`src/rtl/cpu_trace_checker_ascii_classify.sv`:
```
// Combinational ASCII classifier: decimal digit, hex digit (either case), space,
// and the 4-bit value of the digit when it is one.
module ascii_classify (
    input  logic [7:0] char_i,
    output logic       is_dec_o,
    output logic       is_hex_o,
    output logic       is_space_o,
    output logic [3:0] nibble_o
);

    logic is_lower_af;
    logic is_upper_af;

    always_comb begin
        is_dec_o    = (char_i >= 8'h30) && (char_i <= 8'h39);
        is_lower_af = (char_i >= 8'h61) && (char_i <= 8'h66);
        is_upper_af = (char_i >= 8'h41) && (char_i <= 8'h46);
        is_hex_o    = is_dec_o || is_lower_af || is_upper_af;
        is_space_o  = (char_i == 8'h20);
        nibble_o    = 4'h0;
        if (is_dec_o) begin
            nibble_o = char_i[3:0];
        end else if (is_lower_af || is_upper_af) begin
            // 'a'/'A' have low nibble 1, so +9 maps a..f onto 10..15.
            nibble_o = char_i[3:0] + 4'd9;
        end
    end

endmodule

```
`config.mk`:
```
export PLATFORM = sky130hd
export DESIGN_NAME = ascii_classify
export DESIGN_NICKNAME = d
export VERILOG_FILES = /design/src/rtl/cpu_trace_checker_ascii_classify.sv
export SDC_FILE = /design/constraint.sdc
export NUM_CORES = 1
export LEC_CHECK = 0
export CAP_MARGIN = 20
export CORE_AREA = 3 3 40 42
export DETAILED_ROUTE_END_ITERATION = 8
export DIE_AREA = 0 0 43 45
export GPL_TIMING_DRIVEN = 0
export PLACE_DENSITY = 0.49
export SLEW_MARGIN = 20
export SYNTH_ARGS = -nofsm -noshare
export SYNTH_HDL_FRONTEND = slang
export SYNTH_SLANG_ARGS = --single-unit
```
`constraint.sdc`:
```
create_clock -name vclk -period 1.8
set_input_delay 0.18 -clock vclk [all_inputs]
set_output_delay 0.18 -clock vclk [all_outputs]
set_load 0.05 [all_outputs]
```
## After elaboration in Yosys (flattened, before gate mapping)

Cells that the tools add are included.

- Input port bits: 8
- Output and inout port bits: 7
- Flip-flop bits (word level): 0

- Multiplexer cells: 2
- Reduce and logical (&&, ||, !) cells: 6
- Add/subtract/negate cells: 1
- Magnitude comparators: 6
- Equality and inequality tests: 1

Operators with widths:

| operator | number |
|---|---|
| greater-or-equal comparator 8 x 7 -> 1 bit (second input constant) | 2 |
| less-or-equal comparator 8 x 7 -> 1 bit (second input constant) | 2 |
| equality test 8 x 6 -> 1 bit (second input constant) | 1 |
| greater-or-equal comparator 8 x 6 -> 1 bit (second input constant) | 1 |
| less-or-equal comparator 8 x 6 -> 1 bit (second input constant) | 1 |
| 2-to-1 mux 4 bit | 2 |
| adder 4 bit (second input constant) | 1 |
| logical AND 1 bit | 3 |
| logical OR 1 bit | 3 |

## Depth between registers and ports, before layout

Gate-level depths: netlist of run 1.

- Word-level depth: 5
- Depth in mapped cells: 6

## Worst setup path before layout of run 1

Ideal clock, no wire load.

- Kind: input-to-output
- Start point: input port char_i[1]
- End point: output port nibble_o[0]
- Required time: 1.620 ns
- Setup slack: -0.447 ns
- Stages on the path: 6
- Buffers on the path: 0
- Arrival time: 2.067 ns
- Path through: inv_1 > ha_1 > o21bai_1 > a21oi_1 > nand2_1 > o21ai_0

- Elaborated cells on any way between the ends: 12
- Classes of those cells: order compare: 6; mux: 2; reduce/logical: 4

RTL lines:

| what | line | source |
|---|---|---|
| start: declaration | 4 | `input logic [7:0] char_i,` |
| greater-or-equal comparator 8 x 6 -> 1 bit or less-or-equal comparator 8 x 6 -> 1 bit (tied branches) | 15 | `is_dec_o = (char_i >= 8'h30) && (char_i <= 8'h39);` |
| logical AND 1 bit (*) | 15 |  |
| via is_dec_o | 5 | `output logic is_dec_o,` |
| 2-to-1 mux 4 bit (*) | 21 | `if (is_dec_o) begin` |
| end: declaration | 8 | `output logic [3:0] nibble_o` |

The timed path passes the listed nets; every way through them passes the cells marked *.

## Worst setup path in the final report of run 1

- Start point: input port char_i[3]
- End point: output port nibble_o[1]

- Word-level cells in the longest chain between the ends: 5
- Elaborated cells on any way between the ends: 12
- Classes of those cells: order compare: 6; mux: 2; reduce/logical: 4

Ends and longest elaborated chain:

| what | line | source |
|---|---|---|
| greater-or-equal comparator 8 x 7 -> 1 bit (tied with other cells) | 16 | `is_lower_af = (char_i >= 8'h61) && (char_i <= 8'h66);` |
| logical AND 1 bit, on equally long branches | 16, 17 |  |
| logical OR 1 bit | 23 | `end else if (is_lower_af \|\| is_upper_af) begin` |
| 2-to-1 mux 4 bit | 23 |  |
| 2-to-1 mux 4 bit (*) | 21 |  |

Mark *: on every way between the ends. The rest lies on a longest branch, timed or not.

==> impl_metrics.tcl, run 1 <==
set metrics [dict create \
    n_antenna_cell 0 \
    startpoint "char_i[3]" \
    area_growth_pct 108 \
    synth_area_leaders "ha_1 (25%), o21ai_0 (7.6%), nand2_1 (7.6%), and4bb_2 (6.3%), nand4_2 (6.3%)" \
    worstPathCellList "clkdlybuf4s50_1 > nor3_4 > nand4_4 > buf_4 > o21ai_2 > clkbuf_4" \
    route.detailed.drc 0 \
    viasPerCell 4.59 \
    slew_viol_final 0 \
    grt_overflow 0 \
    maxCapViolations 0 \
    wl_um 648 \
    postPlaceCellArea_um2 378 \
    ir_worst_vdd_mv 0.0699 \
    synth_cell_types 17 \
    critical-path-max-stage-delay_ps 520 \
    dpl.hpwl_um 495 \
    synth_area_um2 198 \
    register_area_um2 0 \
    nClkBuffers 0 \
    io_buffer_count 15 \
    holdPathStages 3 \
    synth_top_area_share_pct 25.3 \
    first_global_vias 243 \
    setup_tns_ps 0 \
    worstHoldPathType "in -> out" \
    worst_pin_slew_ps 277 \
    preCtsSetupSlack_ps -1000 \
    io_pins 15 \
    fin_area_um2 412 \
    end_kind "output port" \
    antenna_found_initial 0 \
    seq_cells 0 \
    crit_cells 6 \
    grt_start_max_net_pins 7 \
    die_w_um 43 \
    drt_pre_antenna_iters 1 \
    p_leak_nw 0.190 \
    crit_family "buffers and inverters" \
    worstPathMaxFanout 5 \
    setup-violations-final 0 \
    grt_first_pass_wirelength_um 993 \
    synth_top_cell_by_area "ha_1" \
    drt_iter0_drc 0 \
    core_area_um2 1280 \
    drtAntennaViolNets 0 \
    initial_core_util_pct 15.4 \
    synthCells 28 \
    place.gp.congestion 0.641 \
    rows 13 \
    crit_required_ps 1620 \
    hold_ws_ps 773 \
    arrival_ps 1560 \
    die_h_um 45 \
    period_minus_slack_ps 1740 \
    grt_util_all_layers_pct 6.22 \
    path_buf_inv 3 \
    fin_cells 59 \
    path_class "in -> out" \
    syn_area_per_cell_um2 7.06 \
    yosysWarnings 0 \
    drive_gt1_share_pct 50.0 \
    final_cell_mix "nand2_1 (4), clkdlybuf4s50_1 (4), buf_2 (3)" \
    ctsHoldBuffers 0 \
    max_slew_margin_pct 81.6 \
    fin_util_pct 32.0 \
    dieArea_um2 1940 \
    synth.yosys.seq_area_share_pct 0 \
    final.period_utilization_pct 96.6 \
    status "complete, no violations" \
    numPlacedInstances 58 \
    hold_start "char_i[0]" \
    cp_slowest_cell "clkdlybuf4s50_1" \
    hold_end "nibble_o[0]" \
    worst_setup_path_start_kind "input port" \
    hold_violations 0 \
    fmax_ghz 0.575 \
    power_density_nw_per_um2 185 \
    vias 271 \
    setup_ws_ps 60.6 \
    power_uw 76.1 \
    drt-wirelength-per-cell_um 11.0 \
    synth_nets 40 \
    final_nets 58 \
]
[where the power goes]
| part | switching [mW] | internal [mW] | leakage [nW] |
|---|---|---|---|
| Combinational | 0.0430 | 0.0331 | 0.190 |
| Sequential | 0 | 0 | 0 |
| Clock | 0 | 0 | 0 |
| Total | 0.0430 | 0.0331 | 0.190 |
[per-layer routing]
layer,routed length (µm),up-vias,GRT usage (%)
li1,-,135,-
met1,297,124,8.10
met2,303,12,12.0
met3,46,0,0.398
met4,0,0,0
met5,0,-,0
[cell families (layout without fill, tap and decap cells)]
group | count (synthesis) | in the layout | share of synthesized area, %
and+or+nand+nor | 14 | 14 | 48.1
buffers and inverters | 3 | 19 | 5.70
adders and majority gates | 4 | 4 | 25.3
AOI/OAI and AO/OA | 7 | 7 | 20.9
[cell usage after synthesis, drive strengths merged]
| cell type | n |
|---|---|
| o21ai | 3 |
| nand4bb | 1 |
| and4bb | 1 |
| and2 | 1 |
| o21bai | 1 |
| nand2b | 1 |
| or3b | 1 |
| nor3 | 2 |
| o22ai | 1 |
| inv | 3 |
| nand2 | 4 |
| a21o | 1 |
| nand4 | 1 |
| nor3b | 1 |
| a21oi | 1 |
| ha | 4 |
| nand3 | 1 |
[worst max-delay path by stage]
stage,endpoint
final,nibble_o[1]
after detailed placement,nibble_o[2]
after CTS,nibble_o[2]
after global placement,nibble_o[2]
after global routing,nibble_o[1]
after floorplan,is_hex_o
[cell type report]
class | count | area, µm²
well taps | 15 | 18.8
multi-input cells | 25 | 241
repair buffers | 16 | 140
fillers | 160 | 873
inverters | 3 | 11.3
[repair_timing]
action / CTS / global route
resized for setup: 42 / 16
buffers inserted: 0 / 1
pin swaps: 1 / 1
endpoints found under the setup margin: 7 / 6
Note: power is estimated with default switching activity, not from simulation.
==> run 2: changes to the inputs <==
ABC_AREA = 1   (was default)
CORE_AREA = 2 2 39 41   (was 3 3 40 42)
DIE_AREA = 0 0 41 43   (was 0 0 43 45)
PLACE_DENSITY = 0.52   (was 0.49)
RECOVER_POWER = 50   (was default)
==> run 2 against run 1 <==
Synthesized area grew 20%. Sequential share of layout area is the same. Hold slack gained 180 ps. First-iteration DRC count grew 3. Via count grew 11%. Final area shrank 4.6%. Flip-flop and latch count is the same. Total power shrank 1.2%. Critical path depth grew 2. Critical path type unchanged. Largest power group unchanged. Highest routed layer unchanged.
==> impl_metrics.tcl, run 2 <==
set metrics [dict create \
    status "complete, no violations" \
    worstPathCellList "clkdlybuf4s50_1 > inv_1 > nor2_1 > nand2_1 > nor2_4 > nand2_1 > nand2_1 > buf_2" \
    fmax_ghz 0.603 \
    worst_setup_path_start_kind "input port" \
    yosysMostFrequentCell "nand2_1" \
    io_pins 15 \
    synthCells 43 \
    register_area_um2 0 \
    cpMostUsedCell "nand2_1" \
    rsz0062_at_grt "no" \
    drtAntennaViolNets 0 \
    drive_gt1_share_pct 20.7 \
    dpl.hpwl_um 517 \
    critical-path-max-stage-delay_ps 550 \
    slew_viol_final 0 \
    synth_cell_types 12 \
    vias 300 \
    p_sw_uw 46.2 \
    max_slew_margin_pct 81.7 \
    worstHoldPathType "in -> out" \
    synth_nets 55 \
    dieArea_um2 1760 \
    hold_violations 0 \
    core_area_um2 1380 \
    synth_top_area_share_pct 21.1 \
    die_h_um 43 \
    n_antenna_cell 0 \
    place.gp.congestion 0.789 \
    rows 14 \
    worstPathMaxFanout 4 \
    die_w_um 41 \
    final_cell_mix "nand2_1 (13), inv_1 (8), nand3_1 (7), clkdlybuf4s50_1 (6)" \
    grt_first_pass_wirelength_mm 1.06 \
    comb_power_share_pct 100.0 \
    drt-wirelength-per-cell_um 8.91 \
    pwr-share-seq_pct 0 \
    nFillCells 172 \
    ctsHoldBuffers 0 \
    wl_um 659 \
    final_common_cell "nand2_1" \
    synth_top_cell_by_area "ha_1" \
    power_density_nw_per_um2 191 \
    synth_area_leaders "ha_1 (21%), nand2_1 (21%), nand3_1 (15%), inv_1 (13%), nor2_1 (6.3%)" \
    path_class "in -> out" \
    period_minus_slack_ps 1660 \
    initial_core_util_pct 17.2 \
    power.share.switching_pct 61.5 \
    grt_overflow 0 \
    final.period_utilization_pct 92.1 \
    yosysWarnings 0 \
    clockPowerShare_pct 0 \
    crit_required_ps 1620 \
    final_nets 72 \
    setup-violations-final 0 \
    hold_ws_ps 952 \
    p_int_uw 28.9 \
    multi_input_area_um2 220 \
    power_uw 75.2 \
    ir_worst_vdd_mv 0.0599 \
    p_leak_nw 0.222 \
    synthTopCellsByCount "nand2_1 (13), inv_1 (8), nand3_1 (7), ha_1 (4), nor2_1 (4)" \
    arrival_ps 1480 \
    syn_area_per_cell_um2 5.53 \
    antenna_found_initial 0 \
    end_kind "output port" \
    seq_cells 0 \
    viasPerCell 4.05 \
    post-cts-setup-buffers 0 \
    synth.yosys.seq_area_share_pct 0 \
    worst_pin_slew_ps 275 \
    maxCapViolations 0 \
    grt_start_max_net_pins 6 \
    first_global_vias 277 \
    cp_slowest_cell "clkdlybuf4s50_1" \
    nClkBuffers 0 \
    io_buffer_count 15 \
    area_growth_pct 65.3 \
    route.detailed.drc 0 \
    drt_iter0_drc 3 \
    drt_pre_antenna_iters 4 \
    synth_area_um2 238 \
    grt_util_all_layers_pct 7.79 \
]
## run 2: changes by cell type after synthesis, sizes merged, moves of 3 or more
cell / delta
nand2: +9
inv: +5
nor2: +6
o21ai: -3
nand3: +7
## run 2: what timing repair did
item                                    in CTS  in global routing
pin swaps                                    1                  0
resized for setup                           43                  1
endpoints found under the setup margin       7                  2
## run 2: worst paths after layout
path           to       from  cells after the start  slack, ps
max      is_hex_o  char_i[6]                      8        140
min   nibble_o[1]  char_i[1]                      4        950
## run 2: worst max-delay path, delay by kind of cell
family	cells	cell delay [ps]
buf+inv	3	860
simple gates	5	440
## run 2: per-stage QoR
step	std cells	setup TNS, ps	util, %	area, µm²	setup WS (ps)
global placement	74	-3740	29.9	414	-566
CTS	74	0	28.1	389	90.8
floorplan	43	0	-	244	230
global route	74	0	28.4	393	39.1
finish	74	0	28.4	393	142
detailed placement	74	-3950	29.9	414	-598
## run 2: logic make-up (layout without fill, tap and decap cells)
| family | Yosys count | after routing | share of synthesized area, % |
|---|---|---|---|
| adders and majority gates | 4 | 4 | 21.1 |
| buffers and inverters | 8 | 23 | 12.6 |
| and+or+nand+nor | 30 | 30 | 62.6 |
| xor gates and xnor gates | 1 | 1 | 3.68 |
## run 2: per-layer routing
| metal | track usage (%) | wire length [µm] | part of all wire (%) |
|---|---|---|---|
| met4 | 0 | 0 | 0 |
| met2 | 12.8 | 312 | 47 |
| met1 | 11.7 | 301 | 46 |
| met3 | 0 | 44 | 6.7 |
| met5 | 0 | 0 | 0 |
## run 2: power groups by stage
stage               clock network (mW)  registers, mW  logic (mW)
floorplan                            0              0      0.0409
global placement                     0              0      0.0776
detailed placement                   0              0      0.0779
CTS                                  0              0      0.0750
global route                         0              0      0.0829
finish                               0              0      0.0752
## run 2: layout make-up
type	count	area share, %
inverters	8	7.64
multi-input cells	35	56.1
well taps	16	5.10
repair buffers	15	31.2
